==> src/rtl/uart_pkg.sv <==
// rtl/uart_pkg.sv - shared types and default constants for the UART transmit queue
package uart_pkg;

    localparam int UART_DW               = 8;
    localparam int UART_TXQ_DEPTH        = 8;
    // Cycles the launcher waits for tx_busy to rise before assuming the frame is gone
    localparam int UART_TXQ_BUSY_TIMEOUT = 4;

    typedef enum logic [1:0] {
        ST_IDLE      = 2'd0,
        ST_LAUNCH    = 2'd1,
        ST_WAIT_BUSY = 2'd2,
        ST_WAIT_DONE = 2'd3
    } txq_state_t;

endpackage

==> src/rtl/uart_txq_mem.sv <==
// rtl/uart_txq_mem.sv - DEPTH x DW queue storage, one write port, read from a registered pointer
module uart_txq_mem #(
    parameter int DEPTH = 8,
    parameter int DW    = 8
) (
    input  logic                     clk,
    input  logic                     wr_en,
    input  logic [$clog2(DEPTH)-1:0] wr_addr,
    input  logic [DW-1:0]            wr_data,
    input  logic [$clog2(DEPTH)-1:0] rd_addr,
    output logic [DW-1:0]            rd_data
);

    logic [DW-1:0] mem [DEPTH];

    // Contents carry no reset; only the pointers define which entries are valid
    always_ff @(posedge clk) begin
        if (wr_en) begin
            mem[wr_addr] <= wr_data;
        end
    end

    // rd_addr is the owner's read pointer register, so the head is always presented
    assign rd_data = mem[rd_addr];

endmodule

==> src/rtl/uart_tx_queue.sv <==
// rtl/uart_tx_queue.sv - byte FIFO feeding a UART transmitter via a one-frame-at-a-time launcher; UART_TXQ_OVF_EN enables the sticky overflow flag
module uart_tx_queue
    import uart_pkg::*;
#(
    parameter int DEPTH = UART_TXQ_DEPTH,
    parameter int DW    = UART_DW
) (
    input  logic                     clk,
    input  logic                     reset,
    input  logic                     wr_en,
    input  logic [DW-1:0]            wr_data,
    output logic                     full,
    output logic                     empty,
    output logic [$clog2(DEPTH):0]   count,
    input  logic                     tx_busy,
    output logic                     tx_start,
    output logic [DW-1:0]            data_in,
    output logic                     ovf,
    input  logic                     ovf_clr
);

    localparam int AW = $clog2(DEPTH);
    localparam int CW = AW + 1;
    localparam logic [CW-1:0] DEPTH_C   = CW'(DEPTH);
    localparam logic [1:0]    TIMEOUT_C = 2'(UART_TXQ_BUSY_TIMEOUT - 1);

    txq_state_t     state;
    logic [1:0]     busy_cnt;
    logic [AW-1:0]  wr_ptr;
    logic [AW-1:0]  rd_ptr;
    logic [CW-1:0]  count_nxt;
    logic [DW-1:0]  rd_data;
    logic           pop;
    logic           push_ok;

    // Pop only from IDLE with a byte waiting and the line free; a full queue still
    // accepts a push on the cycle it pops because the freed slot is the one written
    assign pop     = (state == ST_IDLE) && !empty && !tx_busy;
    assign push_ok = wr_en && (!full || pop);

    uart_txq_mem #(
        .DEPTH (DEPTH),
        .DW    (DW)
    ) u_mem (
        .clk     (clk),
        .wr_en   (push_ok),
        .wr_addr (wr_ptr),
        .wr_data (wr_data),
        .rd_addr (rd_ptr),
        .rd_data (rd_data)
    );

    // Next occupancy from the push/pop pair
    always_comb begin
        count_nxt = count;
        case ({push_ok, pop})
            2'b10:   count_nxt = count + 1'b1;
            2'b01:   count_nxt = count - 1'b1;
            default: count_nxt = count;
        endcase
    end

    // Pointers and registered occupancy flags, all derived from the same next count
    always_ff @(posedge clk or negedge reset) begin
        if (!reset) begin
            wr_ptr <= '0;
            rd_ptr <= '0;
            count  <= '0;
            empty  <= 1'b1;
            full   <= 1'b0;
        end else begin
            if (push_ok) begin
                wr_ptr <= wr_ptr + 1'b1;
            end
            if (pop) begin
                rd_ptr <= rd_ptr + 1'b1;
            end
            count <= count_nxt;
            empty <= (count_nxt == '0);
            full  <= (count_nxt == DEPTH_C);
        end
    end

    // Launcher: one byte per transmitter frame, with a bounded wait for tx_busy to rise
    always_ff @(posedge clk or negedge reset) begin
        if (!reset) begin
            state    <= ST_IDLE;
            tx_start <= 1'b0;
            data_in  <= '0;
            busy_cnt <= '0;
        end else begin
            tx_start <= 1'b0;
            case (state)
                ST_IDLE: begin
                    if (pop) begin
                        state    <= ST_LAUNCH;
                        tx_start <= 1'b1;
                        data_in  <= rd_data;
                    end
                end
                ST_LAUNCH: begin
                    state    <= ST_WAIT_BUSY;
                    busy_cnt <= '0;
                end
                ST_WAIT_BUSY: begin
                    if (tx_busy || (busy_cnt == TIMEOUT_C)) begin
                        state <= ST_WAIT_DONE;
                    end else begin
                        busy_cnt <= busy_cnt + 1'b1;
                    end
                end
                ST_WAIT_DONE: begin
                    if (!tx_busy) begin
                        state <= ST_IDLE;
                    end
                end
                default: begin
                    state <= ST_IDLE;
                end
            endcase
        end
    end

`ifdef UART_TXQ_OVF_EN
    logic ovf_q;

    // Sticky flag for pushes lost to a full queue; a new loss outranks a clear
    always_ff @(posedge clk or negedge reset) begin
        if (!reset) begin
            ovf_q <= 1'b0;
        end else if (wr_en && full && !pop) begin
            ovf_q <= 1'b1;
        end else if (ovf_clr) begin
            ovf_q <= 1'b0;
        end
    end

    assign ovf = ovf_q;
`else
    logic unused_ovf_clr;

    assign unused_ovf_clr = ovf_clr;
    assign ovf            = 1'b0;
`endif

endmodule

==> config.mk <==
export PLATFORM = sky130hd
export DESIGN_NAME = uart_tx_queue
export DESIGN_NICKNAME = d
export VERILOG_FILES = /design/src/rtl/uart_pkg.sv /design/src/rtl/uart_txq_mem.sv /design/src/rtl/uart_tx_queue.sv
export SDC_FILE = /design/constraint.sdc
export NUM_CORES = 1
export LEC_CHECK = 0
export CAP_MARGIN = 20
export CORE_MARGIN = 10
export CORE_UTILIZATION = 55
export DETAILED_ROUTE_END_ITERATION = 6
export GPL_TIMING_DRIVEN = 0
export PLACE_DENSITY = 0.78
export SYNTH_ARGS = -nofsm -noshare
export SYNTH_HDL_FRONTEND = slang
export SYNTH_SLANG_ARGS = --single-unit
==> constraint.sdc <==
create_clock -name clk -period 3 [get_ports clk]
set_input_delay 0.75 -clock clk [delete_from_list [all_inputs] [get_ports clk]]
set_output_delay 0.75 -clock clk [all_outputs]
set_load 0.01 [all_outputs]
==> impl_metrics.csv <==
group,metric,value,unit
synthesis,avgSynthCellArea,16.6,um2
clock_network,cts-root-buf,"clkbuf_8",
timing,setup_viol,0,
pwr,vdd_ir_drop_max,576,uV
clock_network,cts_tree,"built",
setup_path,crit_path_start_kind,"input pin",
clock_network,insertion_delay,0.36,ns
synthesis,synthCells,227,
drt,drtIter0Drc,87,
synthesis,synth_top_area_share,51.1,%
setup_path,reg2reg_from,"state[0]$_DFFE_PN0P_",
die,rows,30,
drt,firstDrtPassIters,4,
synthesis,netlist-cell-type-count,40,
layout,multi_input_area,0.00114,mm2
die,initial_utilization,55.9,%
flow_run,maxCapViolCount,0,
setup_path,critPathKind,"in -> reg",
layout,diodes,0,
setup_path,r2r_cells,11,
pwr,power_density,967,mW/mm2
layout,n_fill_cell,485,
die,io_pins,29,
placed_design,dp.cells,334,
setup_path,r2r-end,"full$_DFF_PN0_",
layout,syn_to_final_growth,16.1,%
clock_network,cts.htree.levels,3,
timing,rsz0062_at_grt,"no",
drt,via_per_inst,5.71,
synthesis,yosysTopAreaCell,"edfxtp_1",
pwr,p_leak,1.61,nW
clock_network,clock_path_buffers,2,
setup_path,path_max_fanout,11,
drt,wire_per_inst,19.1,um
clock_network,cts_hold_buf,0,
synthesis,yosysSeqAreaShare,67.8,%
die,dieArea,0.0105,mm2
setup_path,cp_data_arrival_time,3.03,ns
timing,clock_skew,0.0125,ns
placed_design,gp_congestion,0.814,
timing,period_minus_slack,2.78,ns
synthesis,synth-warning-count,0,
drt,num_vias,2003,
grt,grt_use_total,13.7,%
drt,drtAntennaViolNets,0,
placed_design,io_buffers,26,
layout,layout.nets,290,
synthesis,ys_seq_elements,89,
die,die_w,103,um
layout,design_area,0.00436,mm2
synthesis,ys_top_cells_by_area,"edfxtp_1, dfrtp_1, mux4_2, ha_1, mux2i_1",
setup_path,cp-end-kind,"flip-flop",
placed_design,dpl_cell_area,0.00416,mm2
min_path,hp-class,"reg -> reg",
grt,grt_max_degree,19,
drt,drc,0,
layout,stdcell_count,351,
grt,grt_pass1_vias,1995,
clock_network,clock_sinks,89,
outcome,status,"finished clean",
timing,hold_ws,0.529,ns
timing,fmax,359,MHz
die,dieHeight,103,um
timing,slew_headroom,40.0,%
clock_network,cts.clk_slew.worst_paths,0.10,ns
grt,grt_pass1_wl,10600,um
clock_network,cts_buffers,9,
synthesis,syn-num-nets,251,
grt,antenna_found_initial,0,
placed_design,dp_hpwl,4510,um
timing,worstMarginPinSlew,0.896,ns
synthesis,syn_area,0.00376,mm2
timing,fin_crit_sh,92.7,%
layout,drive_gt1_share,18.8,%
setup_path,crit_start,"tx_busy",
die,core_area,0.00672,mm2
layout,ff_latch_area,0.00255,mm2
setup_path,cp.required,3.24,ns
drt,totalWireLength,6710,um
setup_path,rrSetupSlack,0.34,ns
timing,finalHoldViolCount,0,
timing,drv_slew,0,
grt,overflow,0,
setup_path,crit_end,"full$_DFF_PN0_",
worst max-delay path, cell delays in order:
cell and delay [ns]:
clkdlybuf4s50_1 0.49, nor3b_2 0.25, clkbuf_4 0.29, ha_2 0.27, xor2_1 0.08, ha_1 0.18, a21oi_1 0.19, xnor2_2 0.17
xnor2_1 0.09, a41o_1 0.25
logic make-up after synthesis:
family / Yosys count / synth area share (%)
adders and majority gates: 11 / 3.66
muxes: 29 / 13.3
DFF: 89 / 67.8
other: 1 / 0.0998
buffers and inverters: 15 / 2.36
and+or+nand+nor: 49 / 6.16
xor gates and xnor gates: 11 / 2.76
AOI/OAI and AO/OA: 22 / 3.86
Yosys cell counts:
| master | number |
|---|---|
| a211oi_2 | 1 |
| a21oi_1 | 12 |
| a221oi_1 | 1 |
| a22o_1 | 1 |
| a32o_1 | 1 |
| a32oi_1 | 1 |
| a41o_1 | 1 |
| and3b_1 | 1 |
| and4_1 | 1 |
| buf_12 | 1 |
| buf_2 | 4 |
| buf_4 | 1 |
| buf_6 | 1 |
| clkbuf_1 | 1 |
| conb_1 | 1 |
| dfrtp_1 | 24 |
| dfstp_2 | 1 |
| edfxtp_1 | 64 |
| ha_1 | 11 |
| inv_1 | 6 |
| inv_2 | 1 |
| mux2_1 | 3 |
| mux2_2 | 1 |
| mux2i_1 | 9 |
| mux4_1 | 1 |
| mux4_2 | 15 |
| nand2_1 | 12 |
| nand2b_1 | 4 |
| nand3_1 | 1 |
| nor2_1 | 21 |
| nor2b_1 | 4 |
| nor3_1 | 2 |
| nor3b_1 | 2 |
| nor4bb_1 | 1 |
| o21a_1 | 1 |
| o21ai_0 | 2 |
| o32ai_1 | 1 |
| xnor2_1 | 7 |
| xnor2_2 | 1 |
| xor2_1 | 3 |
per-layer routing:
metal / routed length, um / global-route usage [%]
met5: 0 / 0
met4: 82 / 4.66
met3: 326 / 4.42
met2: 3580 / 23.3
met1: 2730 / 15.8
where the power goes:
group	total (mW)	internal (mW)	switching [mW]
registers	1.83	1.64	0.190
clock network	0.771	0.324	0.447
logic	1.62	0.830	0.792
total	4.22	2.79	1.43
repair_timing:
action	in CTS	in global routing
endpoints found under the hold margin	0	0
setup endpoints to repair	3	3
gates resized for setup	2	4
cloned	0	0
pin swaps	0	2
setup buffers	0	1
per-stage QoR:
stage / setup WS (ns) / util [%] / setup TNS (ns) / power (mW)
6_report: 0.218 / 65.0 / 0 / 4.22
5_1_grt: 0.0565 / 65.0 / 0 / 4.48
4_1_cts: 0.0263 / 64.7 / 0 / 4.27
3_5_place_dp: -0.665 / 61.9 / -12.10 / 3.49
3_3_place_gp: -0.618 / 61.3 / -15.29 / 3.41
2_1_floorplan: 0.310 / - / 0 / 2.94
flip-flops by register name, summed over array words and instances (netlist names):
register,count
rd_ptr,3
full,1
u_mem.mem,64
data_in,8
count,4
busy_cnt,2
wr_ptr,3
empty,1
tx_start,1
state,2
layout by cell type (no fill, tap or decap), types with 2 or more instances in the layout:
master | Yosys | final
a21oi_1 | 12 | 12
buf_2 | 4 | 4
buf_4 | 1 | 2
clkbuf_8 | 0 | 9
clkdlybuf4s50_1 | 0 | 26
dfrtp_1 | 24 | 24
edfxtp_1 | 64 | 64
ha_1 | 11 | 10
inv_1 | 6 | 6
inv_6 | 0 | 6
mux2_1 | 3 | 3
mux2i_1 | 9 | 9
mux4_2 | 15 | 15
nand2_1 | 12 | 12
nand2b_1 | 4 | 4
nor2_1 | 21 | 21
nor2b_1 | 4 | 4
nor3_2 | 0 | 2
o21ai_0 | 2 | 2
xnor2_1 | 7 | 7
xor2_1 | 3 | 3
worst min path at each step:
stage,depth (start not counted),from,to,slack [ns]
after CTS,1,busy_cnt[1]$_DFFE_PN0P_,busy_cnt[1]$_DFFE_PN0P_,0.53
final,2,data_in[3]$_DFFE_PN0P_,data_in[3]$_DFFE_PN0P_,0.53
after detailed placement,1,busy_cnt[1]$_DFFE_PN0P_,busy_cnt[1]$_DFFE_PN0P_,0.51
after floorplan,0,reset,busy_cnt[0]$_DFFE_PN0P_,0.45
after global placement,1,busy_cnt[1]$_DFFE_PN0P_,busy_cnt[1]$_DFFE_PN0P_,0.51
after global routing,1,busy_cnt[1]$_DFFE_PN0P_,busy_cnt[1]$_DFFE_PN0P_,0.55
layout make-up:
type	count	share of cell area (%)
timing repair buffer	28	6.77
clock buffer	9	2.84
multi-input combinational	123	26.1
sequential	89	58.4
inverter	7	0.602
buffer	8	1.52
tap	80	2.29
clock inverter	7	1.46
No activity file was read; power rests on OpenSTA's default activity.
